**src/rtl/cnn_pool_pkg.sv**
```systemverilog
// Shared types for the CNN pooling/unpooling datapath stages.
package cnn_pool_pkg;

  typedef enum logic {
    UNPOOL_REPL = 1'b0,
    UNPOOL_MAX  = 1'b1
  } unpool_mode_e;

  typedef enum logic [1:0] {
    Q_TL = 2'd0,
    Q_TR = 2'd1,
    Q_BL = 2'd2,
    Q_BR = 2'd3
  } quad_e;

  typedef enum logic {
    S_TOP = 1'b0,
    S_BOT = 1'b1
  } unpool_state_e;

endpackage

```
**src/rtl/unpool_line_buffer.sv**
```systemverilog
// One pooled row of {data, idx} entries, replayed while the bottom output row is emitted.
module unpool_line_buffer #(
  parameter int unsigned DEPTH = 4,
  parameter int unsigned WIDTH = 10,
  parameter int unsigned AW    = (DEPTH > 1) ? $clog2(DEPTH) : 1
) (
  input  logic             clk,
  input  logic             i_we,
  input  logic [AW-1:0]    i_waddr,
  input  logic [WIDTH-1:0] i_wdata,
  input  logic [AW-1:0]    i_raddr,
  output logic [WIDTH-1:0] o_rdata
);

  logic [WIDTH-1:0] r_mem [DEPTH];

  always_ff @(posedge clk) begin
    if (i_we) r_mem[i_waddr] <= i_wdata;
  end

  assign o_rdata = r_mem[i_raddr];

endmodule

```
**src/rtl/max_unpooling.sv**
```systemverilog
// Streaming 2x2 unpooling: each pooled pixel becomes two beats on the top output row, and is
// replayed from the line buffer as two beats on the bottom row.
module max_unpooling
  import cnn_pool_pkg::*;
#(
  parameter int unsigned DATA_WIDTH = 8,
  parameter int unsigned IMG_WIDTH  = 4,
  parameter int unsigned IMG_HEIGHT = 4
) (
  input  logic                  clk,
  input  logic                  rst_n,
  input  logic                  mode,
  input  logic [DATA_WIDTH-1:0] in_data,
  input  logic [1:0]            in_idx,
  input  logic                  in_valid,
  output logic                  in_ready,
  output logic [DATA_WIDTH-1:0] out_data,
  output logic                  out_valid,
  input  logic                  out_ready,
  output logic                  out_last
);

  localparam int unsigned CW = (IMG_WIDTH > 1) ? $clog2(IMG_WIDTH) : 1;
  localparam int unsigned RW = (IMG_HEIGHT > 1) ? $clog2(IMG_HEIGHT) : 1;
  localparam int unsigned EW = DATA_WIDTH + 2;
  localparam logic [CW-1:0] COL_LAST = CW'(IMG_WIDTH - 1);
  localparam logic [RW-1:0] ROW_LAST = RW'(IMG_HEIGHT - 1);

  unpool_state_e r_state;
  unpool_mode_e  r_mode;
  logic [CW-1:0] r_col;
  logic [RW-1:0] r_row;
  logic          r_phase;
  logic          r_hold_vld;
  logic          r_rdy_en;
  logic [EW-1:0] r_hold;

  logic          w_col_end;
  logic          w_row_end;
  logic          w_in_fire;
  logic          w_out_fire;
  logic [CW-1:0] w_wr_col;
  logic [EW-1:0] w_buf_rd;
  logic [EW-1:0] w_entry;
  logic [1:0]    w_sel;

  assign w_col_end = (r_col == COL_LAST);
  assign w_row_end = (r_row == ROW_LAST);

  // r_rdy_en keeps in_ready low while reset is asserted.
  assign in_ready  = r_rdy_en && (r_state == S_TOP) &&
                     (!r_hold_vld || (r_phase && out_ready && !w_col_end));
  assign out_valid = (r_state == S_BOT) || r_hold_vld;
  assign w_in_fire  = in_valid && in_ready;
  assign w_out_fire = out_valid && out_ready;

  // A refill during the phase-1 drain belongs to the next column.
  assign w_wr_col = r_hold_vld ? r_col + 1'b1 : r_col;

  unpool_line_buffer #(
    .DEPTH(IMG_WIDTH),
    .WIDTH(EW),
    .AW   (CW)
  ) u_line_buf (
    .clk    (clk),
    .i_we   (w_in_fire),
    .i_waddr(w_wr_col),
    .i_wdata({in_data, in_idx}),
    .i_raddr(r_col),
    .o_rdata(w_buf_rd)
  );

  // Quadrant this beat represents: bit 1 = bottom row, bit 0 = right column.
  assign w_entry  = (r_state == S_TOP) ? r_hold : w_buf_rd;
  assign w_sel    = {r_state == S_BOT, r_phase};
  assign out_data = ((r_mode == UNPOOL_REPL) || (w_entry[1:0] == w_sel)) ?
                    w_entry[EW-1:2] : '0;
  assign out_last = (r_state == S_BOT) && w_col_end && r_phase && w_row_end;

  always_ff @(posedge clk or negedge rst_n) begin
    if (!rst_n) begin
      r_state    <= S_TOP;
      r_mode     <= UNPOOL_REPL;
      r_col      <= '0;
      r_row      <= '0;
      r_phase    <= 1'b0;
      r_hold_vld <= 1'b0;
      r_rdy_en   <= 1'b0;
      r_hold     <= '0;
    end else begin
      r_rdy_en <= 1'b1;
      if (w_out_fire) begin
        r_phase <= !r_phase;
        if (r_phase) begin
          r_col <= w_col_end ? '0 : r_col + 1'b1;
          if (r_state == S_TOP) begin
            r_hold_vld <= 1'b0;
            if (w_col_end) r_state <= S_BOT;
          end else if (w_col_end) begin
            r_state <= S_TOP;
            r_row   <= w_row_end ? '0 : r_row + 1'b1;
          end
        end
      end
      if (w_in_fire) begin
        r_hold_vld <= 1'b1;
        r_hold     <= {in_data, in_idx};
        if ((r_row == '0) && (w_wr_col == '0)) r_mode <= unpool_mode_e'(mode);
      end
    end
  end

endmodule

```
**config.mk**
```make
export PLATFORM = sky130hd
export DESIGN_NAME = max_unpooling
export DESIGN_NICKNAME = d
export VERILOG_FILES = /design/src/rtl/cnn_pool_pkg.sv /design/src/rtl/unpool_line_buffer.sv /design/src/rtl/max_unpooling.sv
export SDC_FILE = /design/constraint.sdc
export NUM_CORES = 1
export LEC_CHECK = 0
export CAP_MARGIN = 30
export CORE_MARGIN = 5
export CORE_UTILIZATION = 60
export CTS_CLUSTER_DIAMETER = 50
export DETAILED_ROUTE_END_ITERATION = 7
export GPL_TIMING_DRIVEN = 0
export PLACE_DENSITY = 0.83
export SLEW_MARGIN = 10
export SYNTH_ARGS = -nofsm -noshare
export SYNTH_HDL_FRONTEND = slang
export SYNTH_SLANG_ARGS = --single-unit
export TNS_END_PERCENT = 30
```
**constraint.sdc**
```tcl
create_clock -name clk -period 3.7 [get_ports clk]
set_input_delay 0.74 -clock clk [delete_from_list [all_inputs] [get_ports clk]]
set_output_delay 0.74 -clock clk [all_outputs]
set_load 0.02 [all_outputs]
```
---- Word level (Yosys, flattened, before mapping) ----
Memories as Yosys holds them, arrays and structs flattened.
Index checks and enable logic that the tools add are counted.
word-level totals
  flip-flop bits (word level) ............. 19
  bits in latches ......................... 0
  RAM bits ................................ 40
  memory bits (read-only) ................. 0
  input bits .............................. 15
  output and inout port bits .............. 11
  word-level logic and storage cells ...... 55
  memories ................................ 1
operators by class
  $add $sub $neg .......................... 2
  $mul .................................... 0
  div/mod/pow operators ................... 0
  magnitude comparators ................... 0
  equal/unequal tests ..................... 4
  shift operators ......................... 0
  muxes and demuxes ....................... 14
  bitwise gates (word level) .............. 2
  reduce and logical (&&, ||, !) cells .... 24
memory list
  name              words  width  read ports  clocked after Yosys merged registers in  write ports  RTL line                  source
  u_line_buf.r_mem  4      10     1           0                                        1            unpool_line_buffer.sv:15  logic [WIDTH-1:0] r_mem [DEPTH];
operators with widths
  cell                                                              count
  1-bit logical AND                                                 10
  10-bit 2-to-1 mux                                                 1
  1-bit 2-to-1 mux                                                  9
  8-bit 2-to-1 mux                                                  1
  2-bit 2-to-1 mux                                                  3
  2-bit by 1-bit adder with 2-bit output (second input constant)    2
  2-bit equality test (second input constant)                       2
  2-bit zero test                                                   2
  2-bit AND reduction                                               2
  4-bit AND reduction                                               1
  2-bit nonzero test                                                2
  1-bit zero test                                                   3
  1-bit logical OR                                                  3
  3-bit AND reduction                                               1
  2-bit equality test                                               1
  2-bit by 1-bit != test with 1-bit output (second input constant)  1
  1-bit inverter                                                    2

---- Longest topological paths before layout ----
  depth in word-level cells ............... 8
  mapped depth ............................ 6
  mapped depth without buffers ............ 5

---- By module ----
Synthesis repeated with hierarchy kept, for this count alone.
second synthesis, totals
  cells, all modules ...................... 146
  area, all modules ....................... 2546.2 um^2
modules (own cells, without submodules)
  module              instances  cells an instance  area an instance (um^2)  seq. area each (um^2)
  unpool_line_buffer  1          56                 1473.9                   1201.2
  max_unpooling       1          90                 1072.3                   475.5

---- Least setup slack after synthesis ----
No wires, ideal clock.
  path type ............................... input -> register
  start point ............................. input out_ready
  end point ............................... memory u_line_buf.r_mem[1][0], enable pin
  library setup time ...................... 0.390 ns
  arrival time ............................ 2.247 ns
  required time ........................... 3.310 ns
  slack ................................... 1.064 ns
  stages .................................. 4
  path buffers ............................ 0
  cells stage by stage .................... nand3b_1 -> a21oi_1 -> nand2_1 -> nor3_1
between the ends
  longest elaborated chain between the ends .. 7
RTL lines
  item                                    RTL line                  source
  start, declared                         max_unpooling.sv:19       input logic out_ready,
  1-bit logical AND (2 in series)         max_unpooling.sv:52       (!r_hold_vld || (r_phase && out_ready && !w_col_end));
  1-bit logical OR                        max_unpooling.sv:52
  1-bit logical AND                       max_unpooling.sv:51       assign in_ready = r_rdy_en && (r_state == S_TOP) &&
  named net in_ready                      max_unpooling.sv:16       output logic in_ready,
  1-bit logical AND                       max_unpooling.sv:54       assign w_in_fire = in_valid && in_ready;
  1-bit 2-to-1 mux                        unpool_line_buffer.sv:18  if (i_we) r_mem[i_waddr] <= i_wdata;
  1-bit 2-to-1 mux (implied by the code)  unpool_line_buffer.sv:18
  end, declared                           unpool_line_buffer.sv:15
The timed path passes the listed nets, and every way through them passes these cells.

---- Final worst setup path ----
  start point ............................. register r_col[0]
  end point ............................... output out_data[6]
between the ends
  longest elaborated chain between the ends .. 5
RTL lines
  item                    RTL line             source
  start, declared         max_unpooling.sv:31  logic [CW-1:0] r_col;
  start signal, assigned  max_unpooling.sv:95  r_col <= w_col_end ? '0 : r_col + 1'b1;
  memory 4 x 10 bit (*)   -
  10-bit 2-to-1 mux (*)   max_unpooling.sv:74  assign w_entry = (r_state == S_TOP) ? r_hold : w_buf_rd;
  2-bit equality test     max_unpooling.sv:76  assign out_data = ((r_mode == UNPOOL_REPL) || (w_entry[1:0] == w_sel)) ?
  1-bit logical OR        max_unpooling.sv:76
  8-bit 2-to-1 mux (*)    max_unpooling.sv:76
  end, declared           max_unpooling.sv:17  output logic [DATA_WIDTH-1:0] out_data,
Every way passes the cells marked *; elsewhere a longest branch is shown, timed or not.

==> results.tsv <==
stage	metric	value	unit
timing	TNS Setup	0	ns
logic_synthesis	Adder-Cell Fraction of Synth Area	1.88	%
layout	Layout area overhead	19.9	%
layout	Layout Nets	230	
floorplanning	FP Rows	24	
drt	via count	1564	
power	Peak supply drop	461	uV
clocking	clk buf depth	2	
logic_synthesis	Synth cell types	38	
timing	Final Hold Fails	0	
clocking	Post-CTS Setup Bufs	0	
placed_design	Placer Congestion	0.743	
placed_design	I/O Buffers	25	
setup_path	critical path's top delay family	buffers and inverters	
power	Pleak	1.22	nW
clocking	Clock Latency Late Sink	0.33	ns
timing	minimum clock period	3.33	ns
drt	1st-pass router iterations	4	
logic_synthesis	post-synthesis mux area share	18.4	%
layout	commonest non-fill, non-tap cell in the layout	edfxtp_1	
timing	worst hold margin	0.510	ns
drt	drt via density	5.84	
setup_path	CP peak stage delay	0.62	ns
logic_synthesis	post-synthesis compound-gate area fraction	3.94	%
layout	share of cells above drive strength 1	25.5	%
floorplanning	Die Ht	76.7	um
timing	Slew HR	61.2	%
placed_design	post-DP HPWL	3570	um
clocking	CTS tree	done	
placed_design	Setup WS pre-CTS	0.650	ns
grt	GRT Overall Usage	19.9	%
layout	most frequent cells in the layout	edfxtp_1 (40), clkdlybuf4s50_1 (25), mux2_2 (21)	
logic_synthesis	synthesized area	2670	um2
layout	Non-Filler Instances	268	
logic_synthesis	main combinational cell family by area after synthesis	multiplexers	
drt	Routed WL per cell	19.5	um
run	Max-cap violations	0	
grt	pin count of the biggest net entering global routing	20	
floorplanning	I/O Pins	26	
drt	DRC	0	
power	Power Density	833	nW/um2
grt	first-pass GRT wire length	8780	um
grt	initial antenna violation count	0	
layout	Util after Layout	74.0	%
clocking	hold_buf cts	0	
logic_synthesis	Mapped Cells	171	
floorplanning	initial core utilization	61.7	%
clocking	Post-CTS Resized	0	
timing	FMAX	300	MHz
floorplanning	Core ar.	4320	um2
clocking	clk slew on worst S/H paths	0.06	ns
timing	RSZ-0062 raised after global routing	no	
logic_synthesis	Yosys Warn Count	0	
grt	GR Overflow Total	0	
placed_design	placed cells	250	
floorplanning	die area	5880	um2
logic_synthesis	synthesized net count	190	
clocking	H-tree levels	3	
setup_path	crit end category	primary output	
status	status	finished clean	
worst_hold_path	Hold Crit Class	reg2reg	
setup_path	arrival time at the worst endpoint	2.59	ns
layout	number of diodes	0	
clocking	Root Buffer	clkbuf_8	
floorplanning	Die X-Extent	76.7	um
placed_design	post-placement cell area	3000	um2
drt	drt initial violations	79	
layout	final instance area	3200	um2
timing	Worst Max-Slew Pin Slew	0.581	ns
logic_synthesis	sequential share of the synthesized area	62.9	%
timing	count of final setup violators	0	
setup_path	Worst Path Class, Setup	reg2out	
drt	Total Wirelength	5230	um
logic_synthesis	number of synthesized register bits	59	
layout	Filler cells	283	
setup_path	type of element launching the critical path	register	
setup_path	CP cell instances	buf_6 -> buf_8 -> mux2_2 -> o2111ai_2 -> nand4b_4 -> nor3b_2 -> clkdlybuf4s50_1	
timing	Tcrit/Tclk final	90.1	%
clocking	CTS sink count	59	
logic_synthesis	Mapped Avg Cell Area	15.6	um2
setup_path	worst path bufs/invs	3	
timing	Final WS setup	0.365	ns
setup_path	critical path data required time	2.96	ns
timing	max-slew violations	0	
setup_path	Slowest cell on crit path	clkdlybuf4s50_1	
logic_synthesis	Synth Area in Simple Gates	9.57	%
setup_path	Critical Path Fanout Max	10	
grt	vias in the first global route	1728	
power	overall power	2.66	mW
timing	clk_skew	0.00987	ns
logic_synthesis	xor and xnor area share after synthesis	0.657	%
drt	antenna viol nets, final	0	
clocking	total CTS buffers	9	
==> worst register-to-register path, cell delays in order (launching register included) <==
cell and delay, ns:
dfrtp_1 0.47, ha_1 0.28, nand3b_1 0.21, a211oi_2 0.34, buf_4 0.26, and2_1 0.53
==> synthesized netlist by cell type, drive strengths merged <==
library cell   n  area share (%)
nand4          2            0.47
edfxtp        40              45
or2            2            0.47
mux2i          1            0.38
nand2         15             2.1
conb           1            0.14
mux2          22             9.3
nor3b          1            0.47
nand4b         1            0.89
and2           1            0.23
nor2          13             1.8
mux4           9             8.7
nand2b         3            0.70
dfrtp         19              18
o22ai          1            0.23
clkbuf         1            0.14
a211oi         1            0.47
nand3b         1            0.28
buf            7             2.0
inv            3            0.42
ha             4             1.9
a21oi          2            0.38
a31oi          2            0.47
nor2b          2            0.47
and3           2            0.47
o21ai          2            0.38
o2111ai        2             1.1
a21o           3            0.89
xnor2          2            0.66
nor3           3            0.56
nand3          2            0.38
or3            1            0.23
==> final cells by class <==
type	instances	area, um2	area share (%)
plain buffers	8	57.6	1.80
clock buffers	14	163	5.09
clock inverters	2	10.0	0.313
inverters	3	11.3	0.352
multi-input cells	101	927	29.0
flip-flops and latches	59	1680	52.4
well taps	52	65.1	2.03
repair buffers	29	288	9.00
==> metal layers <==
metal  global-route usage, %  wire length [um]
met5                       0                 0
met4                    11.9               158
met3                    5.97               235
met2                    32.7              2700
met1                    22.7              2130
==> registers in the layout, summed over array words and instances (netlist names) <==
signal and cells:
r_col 2, r_hold 10, r_hold_vld 1, r_mode 1, r_phase 1, r_rdy_en 1
r_row 2, r_state 1, u_line_buf.r_mem 40
==> path summary, 6_finish.rpt <==
check                                from                     end  slack, ns  cells after the start
worst max register to register   r_col[1]  u_line_buf.r_mem[0][9]       1.24                      5
worst min register to register  r_hold[0]               r_hold[0]       0.51                      1
worst max-delay path             r_col[0]             out_data[6]       0.37                      7
max in group asynchronous           rst_n                r_rdy_en       2.72                      2
worst min-delay path            r_hold[0]               r_hold[0]       0.51                      1
min in group asynchronous           rst_n                 r_phase       0.60                      1
==> cell families (layout without fill, tap and decap cells) <==
group                    after synthesis  in the layout
AO/OA/AOI/OAI                         13             13
XOR/XNOR                               2              2
adder cells (fa/ha/maj)                4              4
buffers and inverters                 11             56
flip-flops                            59             59
multiplexers                          32             32
other                                  1              1
AND/OR/NAND/NOR                       49             49
==> where the power goes <==
group	switching [mW]	internal, mW
clock	0.231	0.278
sequential	0.0762	0.855
combinational	0.635	0.590
(Power assumes the default switching activity.)
